--- config.mk ---
export PLATFORM = sky130hd
export DESIGN_NAME = serial_tcmp_n
export DESIGN_NICKNAME = d
export VERILOG_FILES = /design/src/rtl/serial_tcmp_n.sv
export SDC_FILE = /design/constraint.sdc
export NUM_CORES = 1
export LEC_CHECK = 0
export CAP_MARGIN = 20
export CORE_ASPECT_RATIO = 0.75
export CORE_MARGIN = 5
export CORE_UTILIZATION = 46
export DETAILED_ROUTE_END_ITERATION = 10
export PLACE_DENSITY_LB_ADDON = 0.08
export SLEW_MARGIN = 30
export SYNTH_ARGS = -nofsm -noshare
export SYNTH_HDL_FRONTEND = slang
export SYNTH_SLANG_ARGS = --single-unit
--- constraint.sdc ---
create_clock -name clk -period 1.4 [get_ports clk]
set_input_delay 0.42 -clock clk [delete_from_list [all_inputs] [get_ports clk]]
set_output_delay 0.42 -clock clk [all_outputs]
set_load 0.02 [all_outputs]
--- src/rtl/serial_tcmp_n.sv ---
// Bit-serial, LSB-first two's complement negation on CHANNELS lanes that share one framing.
// Define TCMP_OVF_DETECT_EN to build the per-lane overflow flag for negating the most negative value.
module serial_tcmp_n #(
    parameter int unsigned CHANNELS = 4,
    parameter int unsigned WORD_W   = 8
) (
    input  logic                clk,
    input  logic                rst,
    input  logic                in_valid,
    input  logic                in_sof,
    input  logic [CHANNELS-1:0] in_bits,
    input  logic [CHANNELS-1:0] neg,
    output logic                out_valid,
    output logic                out_sof,
    output logic                out_eof,
    output logic [CHANNELS-1:0] out_bits,
    output logic [CHANNELS-1:0] ovf
);

    localparam int unsigned   CNT_W    = $clog2(WORD_W);
    localparam logic [CNT_W-1:0] LAST_IDX = CNT_W'(WORD_W - 1);

    typedef enum logic {
        IDLE   = 1'b0,
        ACTIVE = 1'b1
    } state_e;

    state_e              state_q, state_d;
    logic [CNT_W-1:0]    cnt_q, cnt_d;
    logic [CHANNELS-1:0] z_q, z_d;
    logic [CHANNELS-1:0] n_q, n_d;
    logic                out_valid_q, out_valid_d;
    logic                out_sof_q, out_sof_d;
    logic                out_eof_q, out_eof_d;
    logic [CHANNELS-1:0] out_bits_q, out_bits_d;

    logic                take_sof;
    logic                take_bit;
    logic                last_bit;
    logic [CNT_W-1:0]    bit_idx;

    // cnt_q is the index of the last accepted bit; bit_idx is the index of the bit now on the wire
    assign bit_idx  = cnt_q + CNT_W'(1);
    assign take_sof = in_valid & in_sof;
    assign take_bit = in_valid & ~in_sof & (state_q == ACTIVE);
    assign last_bit = take_bit & (bit_idx == LAST_IDX);

    always_ff @(posedge clk or posedge rst) begin
        if (rst) begin
            state_q     <= IDLE;
            cnt_q       <= '0;
            z_q         <= '0;
            n_q         <= '0;
            out_valid_q <= 1'b0;
            out_sof_q   <= 1'b0;
            out_eof_q   <= 1'b0;
            out_bits_q  <= '0;
        end else begin
            state_q     <= state_d;
            cnt_q       <= cnt_d;
            z_q         <= z_d;
            n_q         <= n_d;
            out_valid_q <= out_valid_d;
            out_sof_q   <= out_sof_d;
            out_eof_q   <= out_eof_d;
            out_bits_q  <= out_bits_d;
        end
    end

    // A sof always restarts framing, abandoning any word in flight
    always_comb begin
        state_d = state_q;
        cnt_d   = cnt_q;
        if (take_sof) begin
            state_d = ACTIVE;
            cnt_d   = '0;
        end else if (take_bit) begin
            cnt_d = bit_idx;
            if (bit_idx == LAST_IDX) begin
                state_d = IDLE;
            end
        end
    end

    // Serial negate: copy bits up to and including the first one, invert every bit after it
    always_comb begin
        z_d         = z_q;
        n_d         = n_q;
        out_valid_d = 1'b0;
        out_sof_d   = 1'b0;
        out_eof_d   = 1'b0;
        out_bits_d  = '0;
        if (take_sof) begin
            z_d         = in_bits;
            n_d         = neg;
            out_valid_d = 1'b1;
            out_sof_d   = 1'b1;
            out_bits_d  = in_bits;
        end else if (take_bit) begin
            z_d         = z_q | in_bits;
            out_valid_d = 1'b1;
            out_eof_d   = last_bit;
            out_bits_d  = in_bits ^ (n_q & z_q);
        end
    end

`ifdef TCMP_OVF_DETECT_EN
    logic [CHANNELS-1:0] ovf_q, ovf_d;

    // Only -2^(WORD_W-1) arrives at the MSB as a one with no earlier one seen
    always_comb begin
        ovf_d = '0;
        if (last_bit) begin
            ovf_d = n_q & in_bits & ~z_q;
        end
    end

    always_ff @(posedge clk or posedge rst) begin
        if (rst) begin
            ovf_q <= '0;
        end else begin
            ovf_q <= ovf_d;
        end
    end

    assign ovf = ovf_q;
`else
    assign ovf = '0;
`endif

    assign out_valid = out_valid_q;
    assign out_sof   = out_sof_q;
    assign out_eof   = out_eof_q;
    assign out_bits  = out_bits_q;

endmodule
# == Word-level counts from Yosys, hierarchy flattened ==
# Cells that the tools add are included.
# totals
input_bits,12
wordCells,35
output_inout_bits,11
regBits,19
# op_classes
addsub,1
n_mux,14
eq_ne,1
n_bitwise,8
n_reduce_logical,3
# ops
op,count
4-bit two-way mux,4
1-bit two-way mux,8
3-bit two-way mux,2
1-bit AND,4
4-bit AND,1
4-bit bitwise OR,1
2-bit nonzero test,2
4-bit bitwise XOR,1
"3-bit by 1-bit adder with 3-bit output, second input constant",1
"3-bit == test, second input constant",1
2-bit AND reduction,1
1-bit NOT,1

# == Longest topological paths before layout ==
# logic_depth
ltp_word,6
mapped_depth,4
depth_no_buf,4

# == Worst setup path before layout ==
# Ideal clock, no wire load.
# synth_path
path_type,input to register
startpoint,in in_sof
endpoint,reg out_bits_q[3] (netlist: out_bits[3])
t_required_ns,1.318
path_stages,4
arrival_ns,1.108
slack_ns,0.210
setup_ns,0.082
n_path_buf,1
path_cell_list,buf_6 > nand2b_4 > or3_1 > a31oi_1
# synth_via
elab_chain_cells,5
word_cells_on_any_way,6
classes_between,mux (2); bitwise (4)
# synth_rtl
element,line_no,source
from (decl),10,"input logic in_sof,"
1-bit NOT,45,assign take_bit = in_valid & ~in_sof & (state_q == ACTIVE);
1-bit AND (2 in series),45,
4-bit two-way mux,99,end else if (take_bit) begin
4-bit two-way mux *,93,if (take_sof) begin
named net out_bits_d[3],35,"logic [CHANNELS-1:0] out_bits_q, out_bits_d;"
to (signal assigned),66,out_bits_q <= out_bits_d;
to (decl),35,
# The timed path passes the listed nets; every way through them passes the cells marked *.
# A chain may end at the register's enable or synchronous reset.

# == Worst setup path after layout ==
# layout_path
startpoint,reg out_bits_q[3] (netlist: out_bits[3])
endpoint,out out_bits[3]
# layout_rtl
element,line_no,source
to (decl),16,"output logic [CHANNELS-1:0] out_bits,"
# No word-level cell between the ends.

==> impl_metrics.ini <==
[timing]
hold_viol = 0
slew_violations = 0
fin_skew_ns = 0.007230
hold_ws_ns = 0.4392
finalSetupViolations = 0
rsz0062_at_grt = false
fmax_mhz = 787.4
postLayoutSetupSlackWorst_ns = 0.1300
timing.final.crit_share = 0.9072
setup_tns_ns = 0
period_minus_slack_ns = 1.270

[cells_and_area]
nets = 124
drive_gt1_frac = 0.2294
antenna_cells = 0
fill_cells = 151
multiInputGateArea_sq_um = 322.8
instances_no_fill = 131
areaGrowthSynthToFinish_pct = 29.96
regArea_sq_um = 475.5

[critical_path]
worstPathArrival_ns = 0.85
slowest_stage = dfrtp_1
rrSetupSlack_ns = 0.17
crit_type = reg -> out
cp.required_ns = 0.98
cp-start-kind = flip-flop
slowest_delay_ns = 0.39
ff2ff_path_depth = 4
crit_fanout = 1
critPathBufInv = 1
path_cells = buf_2
r2r-end = state_q$_DFFE_PP0P_
rr_startpoint = cnt_q[0]$_DFFE_PP0P_
cp-end-kind = output port
crit_family = flip-flops

[power]
power_density_nw_per_um2 = 1098
leakagePower_nw = 0.5581
p_total_mw = 1.216
max-vdd-ir-drop_v = 0.0007854

[yosys]
synth_top_family_by_area = simple AND/OR/NAND/NOR gates
async_flop_share = 1.000
synthMuxAreaShare = 0.05286
synthTopCellsByArea = dfrtp_1, nand2_1, mux2_1
ys_types = 23
synth_flop_cell = dfrtp_1
ys_top_cells_by_count = dfrtp_1, nand2_1, nand3_1
synth_cells = 78
yosysMostFrequentCell = dfrtp_1
ys_seq_elements = 19
synth_adder_area_share = 0.02937
synth_compound_area_frac = 0.1131
mappedNetlistArea_sq_um = 852.1
yosys.area_share.simple = 0.1557
synth_edf_count = 0
synth_top_area_share = 0.5580
yosysWarningCount = 0
syn-mean-instance-area_sq_um = 10.92
yosysSeqAreaShare = 0.5580
synth_top_cell_by_area = dfrtp_1
synth_xor_area_frac = 0.01028

[global_route]
grt_max_degree = 20
grt_pass1_vias = 699
gr-total-overflow = 0
antenna_found_initial = 0
groute.usage.overall = 0.1573
grt_pass1_wl_microns = 3174

[clock_network]
clock_latency_ns = 0.30
cts_max_level = 1
cts_buffers = 3
holdBufCountCts = 0
root_buffer = clkbuf_4
cts_sinks = 19
cts_tree = built
clk_pin_slew_ns = 0.10
clockBufferDepth = 2
cts_resized = 16
post_cts_buffers = 0

[hold_path]
worstHoldPathType = in -> async

[place]
preCtsSetupSlack_ns = -0.3497
dpl.hpwl_microns = 1449
io_buffers = 18
place_inst = 127
place_congestion = 0.7735

[routing]
drc_errors = 0
vias = 686
ant_nets = 0
wl_per_cell_microns = 14.08
drt_first_pass_iters = 4
routed_via_density = 5.237
drtIter0Drc = 6
routed_wl_microns = 1845

[floorplanning]
initial_core_util = 0.4896
rows = 13
die_area_sq_um = 2822
io_pins = 23
die-height_microns = 47.27
die_w_microns = 59.70
core_sq_um = 1740

[status]
status = finished clean

[job]
maxCapViolCount = 0
-- routing by layer --
| layer | part of all wire | track usage |
|---|---|---|
| met5 | 0 | 0 |
| met4 | 0.0076 | 0.03982 |
| met3 | 0.080 | 0.05495 |
| met2 | 0.49 | 0.2974 |
| met1 | 0.42 | 0.1704 |
-- layout by cell type, fill, tap and decap left out, types with 3 or more instances in the layout --
master and count:
a31oi_1 4, o21ai_1 3, inv_1 3, dfrtp_1 19
a22o_1 4, clkdlybuf4s50_1 9, mux2_1 4, or3_1 4
conb_1 4, clkbuf_4 3, clkbuf_2 6, nand3_1 5
buf_4 12, nand2_1 13
-- metrics by stage --
| step | utilization | cell area, sq um |
|---|---|---|
| 2_1_floorplan | - | 863.3 |
| 4_1_cts | 0.6556 | 1141 |
| 5_1_grt | 0.6362 | 1107 |
| 3_3_place_gp | 0.6405 | 1115 |
| 3_5_place_dp | 0.6405 | 1115 |
| 6_report | 0.6362 | 1107 |
-- sequential cells by signal (all words and copies together) (netlist names) --
| name | cells |
|---|---|
| cnt_q | 3 |
| n_q | 4 |
| out_bits | 4 |
| out_eof | 1 |
| out_sof | 1 |
| out_valid | 1 |
| state_q | 1 |
| z_q | 4 |
-- logic make-up (layout without fill, tap and decap cells) --
group,after synthesis,after routing
multiplexers,4,4
other,1,4
buffers and inverters,11,39
AO/OA/AOI/OAI,14,14
flip-flops,19,19
XOR/XNOR,1,1
AND/OR/NAND/NOR,26,26
adder cells (fa/ha/maj),2,2
-- area by class of cell --
| type | instances | area share |
|---|---|---|
| inverter | 5 | 0.01695 |
| clock buffer | 4 | 0.02373 |
| timing repair buffer | 30 | 0.2136 |
| tap | 22 | 0.02486 |
| sequential | 19 | 0.4294 |
| multi-input combinational | 51 | 0.2915 |
-- power breakdown --
part / switching (mW) / leakage, nW / internal [mW]
clock: 0.163 / 0.0150 / 0.111
combinational: 0.142 / 0.313 / 0.133
sequential: 0.0488 / 0.230 / 0.617
total: 0.355 / 0.558 / 0.861
-- worst max path at each step --
stage	from	endpoint	slack, ns	cells past startpoint
6_report	out_bits[3]$_DFF_PP0_	out_bits[3]	0.13	1
5_1_grt	cnt_q[0]$_DFFE_PP0P_	state_q$_DFFE_PP0P_	0.08	4
4_1_cts	out_valid$_DFF_PP0_	out_valid	0.0009	1
3_5_place_dp	in_sof	n_q[3]$_DFFE_PP0P_	-0.35	4
3_3_place_gp	in_sof	n_q[2]$_DFFE_PP0P_	-0.27	4
2_1_floorplan	in_sof	out_bits[3]$_DFF_PP0_	0.21	4
Note: power is estimated with default switching activity, not from simulation.
